File: src/rtl/run_detect_pkg.sv
// Shared types and helpers for the run-length detector scheduler.
// RUN_DETECT_EARLY_EXIT_EN (optional) ends a window on its first hit.
package run_detect_pkg;

  localparam int LANES_DEF  = 4;
  localparam int WINDOW_DEF = 16;
  localparam int CNT_W_DEF  = 5;
  localparam int THRESH_DEF = 4;
  localparam int LANE_W_DEF = $clog2(LANES_DEF);

  typedef enum logic [1:0] {
    ST_IDLE   = 2'd0,
    ST_RUN    = 2'd1,
    ST_REPORT = 2'd2
  } state_e;

  // First set bit at index >= ptr, wrapping modulo n
  function automatic int rr_pick(
    input logic [31:0] req,
    input int          ptr,
    input int          n
  );
    rr_pick = ptr;
    for (int i = 31; i >= 0; i--) begin
      if (i < n && req[(ptr + i) % n]) begin
        rr_pick = (ptr + i) % n;
      end
    end
  endfunction

endpackage

File: src/rtl/run_detect_sched_rr_arbiter.sv
// Combinational round-robin pick over the lane requests.
// Used by run_detect_sched (see RUN_DETECT_EARLY_EXIT_EN there).
module rr_arbiter
  import run_detect_pkg::*;
#(
  parameter int N = LANES_DEF,
  parameter int W = $clog2(N)
) (
  input  logic [N-1:0] req,
  input  logic [W-1:0] ptr,
  output logic [W-1:0] sel,
  output logic         any_req
);

  always_comb begin
    sel     = W'(rr_pick(32'(req), int'(ptr), N));
    any_req = |req;
  end

endmodule

File: src/rtl/run_detect_sched.sv
// Shared consecutive-ones run detector, time-multiplexed over lanes.
// Define RUN_DETECT_EARLY_EXIT_EN to report as soon as a hit is seen.
module run_detect_sched
  import run_detect_pkg::*;
#(
  parameter int LANES      = LANES_DEF,
  parameter int WINDOW     = WINDOW_DEF,
  parameter int CNT_W      = CNT_W_DEF,
  parameter int DEF_THRESH = THRESH_DEF,
  localparam int LW        = $clog2(LANES)
) (
  input  logic             clk,
  input  logic             reset,
  input  logic [LANES-1:0] ain,
  input  logic [LANES-1:0] req,
  input  logic             cfg_load,
  input  logic [CNT_W-1:0] cfg_thresh,
  output logic [LANES-1:0] gnt,
  output logic             busy,
  output logic             done,
  output logic [LW-1:0]    done_lane,
  output logic             hit
);

`ifdef RUN_DETECT_EARLY_EXIT_EN
  localparam bit EARLY = 1'b1;
`else
  localparam bit EARLY = 1'b0;
`endif

  state_e           state_q, state_d;
  logic [LW-1:0]    lane_q, lane_d;
  logic [LW-1:0]    rr_ptr_q, rr_ptr_d;
  logic [CNT_W-1:0] run_cnt_q, run_cnt_d;
  logic [CNT_W-1:0] win_cnt_q, win_cnt_d;
  logic [CNT_W-1:0] thresh_q, thresh_d;
  logic             hit_q, hit_d;
  logic [LANES-1:0] gnt_q, gnt_d;
  logic             busy_q, busy_d;
  logic             done_q, done_d;
  logic [LW-1:0]    done_lane_q, done_lane_d;
  logic             hit_out_q, hit_out_d;

  logic [LW-1:0]    sel;
  logic             any_req;
  logic [CNT_W:0]   run_inc;
  logic [LW-1:0]    lane_nxt;
  logic             bit_s;
  logic             hit_set;
  logic             last;

  rr_arbiter #(
    .N (LANES),
    .W (LW)
  ) u_arb (
    .req     (req),
    .ptr     (rr_ptr_q),
    .sel     (sel),
    .any_req (any_req)
  );

  always_comb begin
    state_d     = state_q;
    lane_d      = lane_q;
    rr_ptr_d    = rr_ptr_q;
    run_cnt_d   = run_cnt_q;
    win_cnt_d   = win_cnt_q;
    thresh_d    = thresh_q;
    hit_d       = hit_q;
    gnt_d       = gnt_q;
    busy_d      = busy_q;
    done_d      = 1'b0;
    done_lane_d = done_lane_q;
    hit_out_d   = 1'b0;

    run_inc  = {1'b0, run_cnt_q} + (CNT_W+1)'(1);
    bit_s    = ain[lane_q];
    hit_set  = bit_s && (run_inc >= {1'b0, thresh_q});
    last     = (win_cnt_q == CNT_W'(WINDOW - 1));
    lane_nxt = (lane_q == LW'(LANES - 1)) ? '0
                                          : lane_q + LW'(1);

    unique case (1'b1)
      state_q == ST_IDLE: begin
        if (cfg_load) begin
          thresh_d = (cfg_thresh == '0) ? CNT_W'(1)
                                        : cfg_thresh;
        end
        if (any_req) begin
          state_d   = ST_RUN;
          lane_d    = sel;
          gnt_d     = LANES'(1) << sel;
          busy_d    = 1'b1;
          run_cnt_d = '0;
          win_cnt_d = '0;
          hit_d     = 1'b0;
        end
      end
      state_q == ST_RUN: begin
        if (!req[lane_q]) begin
          state_d  = ST_IDLE;
          gnt_d    = '0;
          busy_d   = 1'b0;
          rr_ptr_d = lane_nxt;
        end else begin
          if (!bit_s) begin
            run_cnt_d = '0;
          end else if (!(&run_cnt_q)) begin
            run_cnt_d = run_inc[CNT_W-1:0];
          end
          hit_d     = hit_q | hit_set;
          win_cnt_d = win_cnt_q + CNT_W'(1);
          if (last || (EARLY && hit_set)) begin
            state_d     = ST_REPORT;
            gnt_d       = '0;
            busy_d      = 1'b0;
            done_d      = 1'b1;
            hit_out_d   = hit_q | hit_set;
            done_lane_d = lane_q;
          end
        end
      end
      state_q == ST_REPORT: begin
        rr_ptr_d = lane_nxt;
        state_d  = ST_IDLE;
      end
      default: begin
        state_d = ST_IDLE;
        gnt_d   = '0;
        busy_d  = 1'b0;
      end
    endcase
  end

  always_ff @(posedge clk or negedge reset) begin
    if (!reset) begin
      state_q     <= ST_IDLE;
      lane_q      <= '0;
      rr_ptr_q    <= '0;
      run_cnt_q   <= '0;
      win_cnt_q   <= '0;
      thresh_q    <= CNT_W'(DEF_THRESH);
      hit_q       <= 1'b0;
      gnt_q       <= '0;
      busy_q      <= 1'b0;
      done_q      <= 1'b0;
      done_lane_q <= '0;
      hit_out_q   <= 1'b0;
    end else begin
      state_q     <= state_d;
      lane_q      <= lane_d;
      rr_ptr_q    <= rr_ptr_d;
      run_cnt_q   <= run_cnt_d;
      win_cnt_q   <= win_cnt_d;
      thresh_q    <= thresh_d;
      hit_q       <= hit_d;
      gnt_q       <= gnt_d;
      busy_q      <= busy_d;
      done_q      <= done_d;
      done_lane_q <= done_lane_d;
      hit_out_q   <= hit_out_d;
    end
  end

  assign gnt       = gnt_q;
  assign busy      = busy_q;
  assign done      = done_q;
  assign done_lane = done_lane_q;
  assign hit       = hit_out_q;

endmodule

File: config.mk
export PLATFORM = sky130hd
export DESIGN_NAME = run_detect_sched
export DESIGN_NICKNAME = d
export VERILOG_FILES = /design/src/rtl/run_detect_pkg.sv /design/src/rtl/run_detect_sched_rr_arbiter.sv /design/src/rtl/run_detect_sched.sv
export SDC_FILE = /design/constraint.sdc
export NUM_CORES = 1
export LEC_CHECK = 0
export CORE_MARGIN = 2
export CORE_UTILIZATION = 30
export DETAILED_ROUTE_END_ITERATION = 10
export PLACE_DENSITY = 0.53
export SLEW_MARGIN = 0
export SYNTH_ARGS = -nofsm -noshare
export SYNTH_HDL_FRONTEND = slang
export SYNTH_HIERARCHICAL = 1
export SYNTH_SLANG_ARGS = --single-unit
File: constraint.sdc
create_clock -name clk -period 7.1 [get_ports clk]
set_clock_uncertainty 0.2 [all_clocks]
set_input_delay 1.42 -clock clk [delete_from_list [all_inputs] [get_ports clk]]
set_output_delay 1.42 -clock clk [all_outputs]
set_load 0.02 [all_outputs]
==> results.py, run 1 <==
metrics = {
    "clock_network": {
        "postCtsSetupRepairBufs": 0,
        "clk_pin_slew_ns": 0.06,
        "clk_path_buf_depth": 2,
        "cts_buffers": 5,
        "insertion_delay_ns": 0.27,
        "cts_resized": 0,
        "clock_sinks": 31,
        "ctsHtreeMaxLevel": 2,
        "cts_root_buffer": "clkbuf_8",
        "cts_tree": "yes",
        "cts_hold_buffers": 0,
    },
    "global_route": {
        "grt_use_met3_pct": 2.87,
        "grt_start_max_net_pins": 32,
        "met1_usage_pct": 15.2,
        "grt_antenna_before_repair": 0,
        "grtUsageMet2_pct": 16.9,
        "grt_pass1_wl_um": 5420,
        "grt_use_total_pct": 11.2,
        "grt_busiest_layer": "met2",
        "overflow": 0,
        "grt_pass1_vias": 1191,
    },
    "die": {
        "die_h_um": 78.4,
        "ioPinCount": 25,
        "die_area_sq_um": 6140,
        "core_sq_um": 5440,
        "rows": 27,
        "die_width_um": 78.4,
        "start_util_pct": 30.5,
    },
    "sta": {
        "relSlewSlack_pct": 60.5,
        "rsz0062_at_grt": "false",
        "setup_tns_ns": 0,
        "fmax_ghz": 0.296,
        "report.final.slew_viol_count": 0,
        "period_share_pct": 47.5,
        "hold_viol_final": 0,
        "setup_viol": 0,
        "fin_crit_ns": 3.38,
        "worst_slew_pin_slew_ns": 0.577,
    },
    "route": {
        "avgViaCountPerCell": 4.70,
        "via_count": 1240,
        "routed_wl_um": 3050,
        "drc": 0,
        "routedWlPerCell_um": 11.6,
        "dr.pass1.iters": 4,
        "antenna_left": 0,
        "drt-initial-drc-count": 39,
    },
    "synthesis": {
        "yosys_warnings": 6,
        "ys_seq_area_share_pct": 46.8,
        "synth_top_cell_by_area": "dfrtp_1",
        "yosysUniqueCellTypes": 47,
        "synth.area.top_cells": "dfrtp_1 45%, ha_1 7.5%, nand2_1 5.0%, o21ai_0 3.6%, nor2_1 3.4%",
        "synth-seq-cells": 31,
        "postSynthCellCount": 162,
        "syn_area_sq_um": 1660,
        "synth_edf_count": 0,
        "async_flop_share_pct": 100,
        "synth_top_area_share_pct": 45.2,
        "syn_area_per_cell_sq_um": 10.2,
        "syn_nets": 188,
        "ys.flop_type": "dfrtp_1",
    },
    "cells_and_area": {
        "syn_to_final_growth_pct": 23.7,
        "ff_latch_area_sq_um": 777,
        "nFillCells": 546,
        "final_nets": 217,
        "diodes": 0,
        "multi_input_area_sq_um": 818,
        "drive_gt1_share_pct": 13.5,
        "final_common_cell": "dfrtp_1",
        "mostFrequentLayoutCells": "30 x dfrtp_1, 24 x clkdlybuf4s50_1, 22 x nand2_1",
    },
    "placement": {
        "globalplace.congestion": 0.719,
        "port_buffers": 24,
        "dp_hpwl_um": 2330,
    },
    "pwr": {
        "ir_drop_v": 0.000180,
        "pwr-share-clk_pct": 18.5,
        "p_sw_share_pct": 37.9,
        "power.internal_mw": 0.435,
        "total_power_mw": 0.700,
        "seq_power_share_pct": 39.9,
        "combPwrFrac_pct": 41.6,
        "leakagePower_nw": 0.962,
        "power_density_nw_per_um2": 341,
        "switchingPower_mw": 0.265,
    },
    "flow_run": {
        "drv_cap": 0,
    },
    "critical_path": {
        "arrival_ns": 3.39,
        "r2r-end": "hit$_DFF_PN0_",
        "crit_chain": "clkdlybuf4s50_1 -> nor2_1 -> nand2_1 -> nor3b_2 -> nor2_1 -> nor3_1 -> o21ai_0 -> nand2_1",
        "cp-start-kind": "input pin",
        "startpoint": "req[3]",
        "worstPathRequired_ns": 7.11,
        "path_depth": 8,
        "end_kind": "flip-flop",
        "reg2reg_slack_ns": 4.54,
        "path_buf_inv": 1,
        "max_stage_delay_ns": 0.57,
        "crit_end": "run_cnt_q[2]$_DFFE_PN0P_",
        "critical_path.top_delay_family": "simple AND/OR/NAND/NOR gates",
        "rr_startpoint": "run_cnt_q[0]$_DFFE_PN0P_",
        "critPathSlowestCell": "clkdlybuf4s50_1",
        "worstPathMaxFanout": 9,
        "reg2reg_depth": 8,
        "critPathKind": "in2reg",
    },
    "worst_hold_path": {
        "min_path_cells": 2,
        "hp-class": "reg2reg",
        "worstHoldStart": "gnt[0]$_DFFE_PN0P_",
    },
    "status": {
        "status": "complete, no violations",
    },
}
worst min path at each step:
stage	slack, ns	endpoint
2_1_floorplan	0.28	thresh_q[2]$_DFFE_PN1P_
3_3_place_gp	0.27	gnt[0]$_DFFE_PN0P_
3_5_place_dp	0.28	gnt[1]$_DFFE_PN0P_
4_1_cts	0.29	gnt[1]$_DFFE_PN0P_
5_1_grt	0.33	gnt[2]$_DFFE_PN0P_
6_report	0.28	gnt[0]$_DFFE_PN0P_
logic make-up after synthesis:
group	synth area share, %
AOI/OAI and AO/OA	14.0
xor gates and xnor gates	1.58
adders and majority gates	7.54
buffers and inverters	3.85
DFF	46.8
muxes	6.49
and+or+nand+nor	19.7
synth_stat cells (all sizes together), types with 2 or more instances:
master	count
and2b	3
mux2	6
nand2b	2
o21ai	13
a21oi	7
nor2	16
and3b	2
a22o	4
o21a	2
nor2b	2
dfrtp	30
inv	10
nor3b	2
a2bb2oi	2
and3	2
xor2	2
ha	10
nand3	2
nor3	2
nand2	23
buf	2
power by group through the flow:
stage	clock network [mW]	logic, mW	registers (mW)
after floorplan	0	0.222	0.278
after global placement	0	0.294	0.283
after global routing	0.143	0.331	0.289
after CTS	0.136	0.295	0.280
after detailed placement	0	0.292	0.283
final	0.129	0.291	0.279
registers in the layout (all words and copies together), names as in the netlist:
register and count:
busy 1, done 1, done_lane 2, gnt 4, hit 1, hit_q 1
lane_q 2, rr_ptr_q 2, run_cnt_q 5, state_q 2, thresh_q 5, win_cnt_q 5
worst min-delay path, cell delays in order, from the launching register on:
cell and delay [ns]:
dfrtp_1 0.34, nand2_1 0.05, o31ai_1 0.06
through the flow:
stage / cell area, sq um / hold slack [ns] / setup WS (ns) / utilization (%) / instances
after floorplan: 1660 / 0.280 / 4.17 / - / 162
after global placement: 1970 / 0.273 / 3.49 / 36.2 / 256
after detailed placement: 1970 / 0.279 / 3.44 / 36.2 / 256
after CTS: 2050 / 0.294 / 3.73 / 37.7 / 264
after global routing: 2050 / 0.328 / 3.40 / 37.7 / 264
final: 2050 / 0.285 / 3.72 / 37.7 / 264
per-layer routing:
metal  vias up  wire, um
li1        629         -
met1       577      1560
met2        29      1320
met3         5       128
met4         0        44
met5         -         0
cell type report:
cell class	instances	area share, %
tap	72	4.39
clock inverter	1	0.244
timing repair buffer	25	12.1
sequential	31	37.9
multi-input combinational	118	39.9
clock buffer	7	3.72
inverter	10	1.83
Note: power is estimated with default switching activity, not from simulation.
==> run 2: changes to the inputs <==
==> constraint.sdc (replaced) <==
create_clock -name clk -period 3.3 [get_ports clk]
set_clock_uncertainty 0.2 [all_clocks]
set_input_delay 0.66 -clock clk [delete_from_list [all_inputs] [get_ports clk]]
set_output_delay 0.66 -clock clk [all_outputs]
set_load 0.02 [all_outputs]
==> run 2 against run 1 <==
Compared with the run above: power up 120%; clock power rose to 2.5 times the previous value; first-iteration DRC count up 110%; core utilization up 0.48 points; clock-buffer cell count up 1; global-route usage up 0.73 points; via count down 1.3%; setup slack worse by 2.9 ns; wire length up 6.7%; sequential share of layout area down 0.48 points; critical endpoint is now hit$_DFF_PN0_; highest routed layer unchanged.
==> results.py, run 2 (synthesis gave the netlist of run 1 again) <==
metrics = {
    "pwr": {
        "combPwrFrac_pct": 40.6,
        "power.internal_mw": 0.985,
        "total_power_mw": 1.56,
        "pwr-share-clk_pct": 20.9,
        "switchingPower_mw": 0.578,
        "leakagePower_nw": 0.976,
        "ir_drop_v": 0.000313,
        "power_density_nw_per_um2": 752,
        "seq_power_share_pct": 38.5,
        "p_sw_share_pct": 37.0,
    },
    "cells_and_area": {
        "reg.largest.list": "run_cnt_q x5, thresh_q x5, win_cnt_q x5",
        "nFillCells": 565,
        "final_nets": 218,
        "final_common_cell": "dfrtp_1",
        "diodes": 0,
        "syn_to_final_growth_pct": 25.3,
        "drive_gt1_share_pct": 14.5,
        "instances_no_fill": 265,
        "utilization_pct": 38.2,
        "mostFrequentLayoutCells": "30 x dfrtp_1, 24 x clkdlybuf4s50_1, 22 x nand2_1",
        "stdcell_area_sq_um": 2080,
    },
    "route": {
        "drc": 0,
        "avgViaCountPerCell": 4.62,
        "wl_met1_um": 1730,
        "wl_met3_um": 106,
        "routedWlPerCell_um": 12.3,
        "via_count": 1224,
        "wl_met2_um": 1370,
        "drt-initial-drc-count": 81,
        "dr.pass1.iters": 4,
        "routed_wl_um": 3250,
        "antenna_left": 0,
        "top_layer_used": "met4",
    },
    "die": {
        "start_util_pct": 30.5,
        "die_area_sq_um": 6140,
        "die_width_um": 78.4,
        "core_sq_um": 5440,
        "ioPinCount": 25,
        "rows": 27,
        "die_h_um": 78.4,
    },
    "global_route": {
        "grt_antenna_before_repair": 0,
        "grt_start_max_net_pins": 32,
        "grt_pass1_vias": 1229,
        "grt_pass1_wl_um": 5670,
        "overflow": 0,
        "grt_use_total_pct": 11.9,
    },
    "placement": {
        "dp_hpwl_um": 2470,
        "dpl_cell_area_sq_um": 1980,
        "globalplace.congestion": 0.766,
        "port_buffers": 24,
        "placed_cells": 257,
        "dpl_worst_slack_ns": 0.595,
    },
    "sta": {
        "hold_viol_final": 0,
        "fin_crit_ns": 2.46,
        "worst_slack_ns": 0.837,
        "rsz0062_at_grt": "false",
        "fmax_ghz": 0.406,
        "worst_slew_pin_slew_ns": 0.573,
        "report.final.slew_viol_count": 0,
        "period_share_pct": 74.6,
        "hold_ws_ns": 0.288,
        "setup_viol": 0,
        "setup_tns_ns": 0,
        "relSlewSlack_pct": 60.8,
    },
    "critical_path": {
        "worstPathMaxFanout": 5,
        "end_kind": "flip-flop",
        "r2r-end": "hit$_DFF_PN0_",
        "cp-start-kind": "flip-flop",
        "startpoint": "run_cnt_q[0]$_DFFE_PN0P_",
        "crit_chain": "ha_1 -> nor2b_1 -> or2_2 -> ha_1 -> nand2_1 -> o21ai_0 -> a2111oi_0 -> nor2_1",
        "arrival_ns": 2.40,
        "reg2reg_slack_ns": 0.84,
        "crit_end": "hit$_DFF_PN0_",
        "max_stage_delay_ns": 0.56,
        "critPathKind": "reg2reg",
        "rr_startpoint": "run_cnt_q[0]$_DFFE_PN0P_",
        "reg2reg_depth": 8,
        "critPathSlowestCell": "a2111oi_0",
        "crit_path_frequent_cell": "ha_1",
        "worstPathRequired_ns": 3.24,
    },
    "clock_network": {
        "clk_path_buf_depth": 2,
        "cts_root_buffer": "clkbuf_8",
        "insertion_delay_ns": 0.28,
        "cts_resized": 0,
        "postCtsSetupRepairBufs": 0,
        "cts_tree": "yes",
        "ctsHtreeMaxLevel": 2,
        "cts_hold_buffers": 0,
        "clock_sinks": 31,
        "cts_buffers": 5,
        "clk_pin_slew_ns": 0.07,
    },
    "flow_run": {
        "drv_cap": 0,
    },
    "worst_hold_path": {
        "hp-class": "reg2reg",
    },
    "status": {
        "status": "complete, no violations",
    },
}
==> run 2: cell types whose count changed in the layout (fill, tap and decap cells not counted) <==
cell and change:
buf_4 +1, clkbuf_1 -1, clkbuf_8 +2, clkinv_2 -1
==> run 2: power groups by stage <==
stage,registers (mW),logic (mW),clock network [mW]
floorplan,0.598,0.477,0
global placement,0.610,0.641,0
detailed placement,0.610,0.642,0
CTS,0.603,0.644,0.339
global route,0.621,0.731,0.356
finish,0.602,0.634,0.327
==> run 2: how the worst min path moves through the flow <==
stage / from / endpoint / slack, ns / depth (start not counted)
after floorplan: reset / busy$_DFFE_PN0P_ / 0.16 / 0
after global placement: gnt[0]$_DFFE_PN0P_ / gnt[0]$_DFFE_PN0P_ / 0.29 / 2
final: gnt[0]$_DFFE_PN0P_ / gnt[0]$_DFFE_PN0P_ / 0.29 / 2
after detailed placement: gnt[0]$_DFFE_PN0P_ / gnt[0]$_DFFE_PN0P_ / 0.28 / 2
after CTS: gnt[0]$_DFFE_PN0P_ / gnt[0]$_DFFE_PN0P_ / 0.29 / 2
after global routing: gnt[1]$_DFFE_PN0P_ / gnt[1]$_DFFE_PN0P_ / 0.31 / 2
==> run 2: area by class of cell <==
type / instances / area (sq um) / area share [%]
clock buffers: 8 / 100 / 4.82
inverters: 10 / 37.5 / 1.81
multi-input cells: 118 / 818 / 39.4
flip-flops and latches: 31 / 777 / 37.4
well taps: 72 / 90.1 / 4.33
repair buffers: 26 / 255 / 12.3
==> run 2: worst max-delay path: cells and delay by family (launching register included) <==
kind	cells	cell delay [ns]
adder cells (fa/ha/maj)	2	0.51
flip-flops	1	0.42
AND/OR/NAND/NOR	4	0.56
AO/OA/AOI/OAI	2	0.63
==> run 2: per-layer routing <==
layer  up-vias  global-route usage, %
met4         0                   5.09
li1        627                      -
met3         5                   3.22
met2        25                   17.6
met1       567                   16.4
met5         -                      0
==> run 3: changes to the inputs <==
==> constraint.sdc (replaced) <==
create_clock -name clk -period 2.58 [get_ports clk]
set_clock_uncertainty 0.2 [all_clocks]
set_input_delay 0.516 -clock clk [delete_from_list [all_inputs] [get_ports clk]]
set_output_delay 0.516 -clock clk [all_outputs]
set_load 0.02 [all_outputs]
==> run 3 against run 2 <==
Compared with the run above: register-to-register slack worse by 0.60 ns; largest cell class unchanged; fmax up 5.0%; clock power up 9.5%; critical endpoint is now hit_q$_DFFE_PN0P_; setup slack worse by 0.60 ns; global-route usage down 0.53 points.
==> results.py, run 3 (synthesis gave the netlist of run 1 again) <==
metrics = {
    "pwr": {
        "power.internal_mw": 1.28,
        "pwr-share-clk_pct": 17.7,
        "ir_drop_v": 0.000435,
        "leakagePower_nw": 0.998,
        "switchingPower_mw": 0.747,
        "combPwrFrac_pct": 45.4,
        "power_density_nw_per_um2": 958,
        "p_sw_share_pct": 36.9,
        "seq_power_share_pct": 36.9,
    },
    "cells_and_area": {
        "syn_to_final_growth_pct": 27.2,
        "mostFrequentLayoutCells": "30 x dfrtp_1, 24 x clkdlybuf4s50_1, 22 x nand2_1",
        "reg.largest.list": "run_cnt_q x5, thresh_q x5, win_cnt_q x5",
        "diodes": 0,
        "final_common_cell": "dfrtp_1",
        "final_nets": 224,
        "drive_gt1_share_pct": 17.1,
    },
    "critical_path": {
        "max_stage_delay_ns": 0.42,
        "end_kind": "flip-flop",
        "cp-start-kind": "flip-flop",
        "crit_path_frequent_cell": "ha_1",
        "critPathSlowestCell": "dfrtp_1",
        "worstPathRequired_ns": 2.54,
        "crit_chain": "ha_1 -> nor2b_1 -> or2_2 -> ha_1 -> nand2_1 -> o21ai_0 -> a2111oi_2 -> buf_4 -> nor2_1",
        "arrival_ns": 2.30,
        "critPathKind": "reg2reg",
        "worstPathMaxFanout": 4,
    },
    "clock_network": {
        "insertion_delay_ns": 0.27,
        "clk_pin_slew_ns": 0.07,
        "clk_path_buf_depth": 2,
        "cts_tree": "yes",
        "clock_sinks": 31,
        "cts_root_buffer": "clkbuf_8",
        "ctsHtreeMaxLevel": 2,
        "cts_buffers": 5,
    },
    "die": {
        "ioPinCount": 25,
        "start_util_pct": 30.5,
        "die_h_um": 78.4,
        "die_width_um": 78.4,
        "core_sq_um": 5440,
        "rows": 27,
        "die_area_sq_um": 6140,
    },
    "sta": {
        "setup_viol": 0,
        "worst_slack_ns": 0.234,
        "report.final.slew_viol_count": 0,
        "fmax_ghz": 0.426,
        "rsz0062_at_grt": "false",
        "fin_crit_ns": 2.35,
        "relSlewSlack_pct": 67.2,
        "period_share_pct": 90.9,
        "setup_tns_ns": 0,
        "worst_slew_pin_slew_ns": 0.488,
        "hold_viol_final": 0,
    },
    "placement": {
        "dp_hpwl_um": 2480,
        "globalplace.congestion": 0.760,
        "dpl_worst_slack_ns": 0.0281,
        "port_buffers": 24,
    },
    "route": {
        "dr.pass1.iters": 4,
        "routed_wl_um": 3200,
        "avgViaCountPerCell": 4.55,
        "via_count": 1233,
        "routedWlPerCell_um": 11.8,
        "drc": 0,
        "drt-initial-drc-count": 49,
        "antenna_left": 0,
    },
    "global_route": {
        "grt_pass1_vias": 1178,
        "overflow": 0,
        "grt_pass1_wl_um": 5490,
        "grt_start_max_net_pins": 32,
        "grt_antenna_before_repair": 0,
        "grt_use_total_pct": 11.4,
    },
    "status": {
        "status": "complete, no violations",
    },
    "flow_run": {
        "drv_cap": 0,
    },
    "worst_hold_path": {
        "hp-class": "reg2reg",
    },
}
==> run 3: per-stage QoR <==
step                      hold WS [ns]  instance area [sq um]  cells  total power [mW]  util [%]
after floorplan                 0.0204                   1660    162              1.37         -
after global placement           0.272                   2020    263              1.66      37.2
after detailed placement         0.275                   2020    263              1.67      37.2
after CTS                        0.290                   2100    271              2.04      38.7
after global routing             0.319                   2110    271              2.21      38.8
final                            0.283                   2110    271              2.02      38.8
==> run 3: critical path: cells and delay by family (launching register included) <==
kind	cells	cell delay, ns
DFF	1	0.42
and+or+nand+nor	4	0.52
buffers and inverters	1	0.17
adders and majority gates	2	0.50
AOI/OAI and AO/OA	2	0.42
==> run 3: layout make-up <==
cell class                 instances  area [sq um]
fill                             554          3330
multi-input combinational        118           825
sequential                        31           777
timing repair buffer              32           300
tap                               72          90.1
clock buffer                       7          76.3
inverter                          10          37.5
clock inverter                     1          5.00
==> run 3: final timing paths <==
kind	startpoint	to	slack (ns)	cells past startpoint
setup / recovery	run_cnt_q[1]$_DFFE_PN0P_	hit_q$_DFFE_PN0P_	0.23	9
hold / removal	gnt[0]$_DFFE_PN0P_	gnt[0]$_DFFE_PN0P_	0.28	2
setup reg to reg	run_cnt_q[1]$_DFFE_PN0P_	hit_q$_DFFE_PN0P_	0.23	9
hold reg to reg	gnt[0]$_DFFE_PN0P_	gnt[0]$_DFFE_PN0P_	0.28	2
max in group asynchronous	reset	thresh_q[2]$_DFFE_PN1P_	1.41	2
min in group asynchronous	reset	gnt[2]$_DFFE_PN0P_	0.43	2
==> run 3: layer usage <==
layer  track usage [%]  wire length [um]  up-vias
met2              17.2              1360       22
met5                 0                 0        -
li1                  -                 -      639
met1              16.0              1700      570
met4              3.68                38        0
met3              2.76                96        2
==> run 3: power by group through the flow <==
stage | Combinational, mW | Clock [mW] | Sequential [mW]
2_1_floorplan | 0.610 | 0 | 0.764
3_3_place_gp | 0.905 | 0 | 0.755
3_5_place_dp | 0.910 | 0 | 0.755
4_1_cts | 0.915 | 0.375 | 0.747
5_1_grt | 1.04 | 0.397 | 0.769
6_report | 0.918 | 0.358 | 0.745
==> run 3: what timing repair did <==
| action | CTS | global route |
|---|---|---|
| hold buffers | 0 | 0 |
| resized for setup | 0 | 2 |
| buffers inserted | 0 | 0 |
| endpoints found under the setup margin | 0 | 2 |
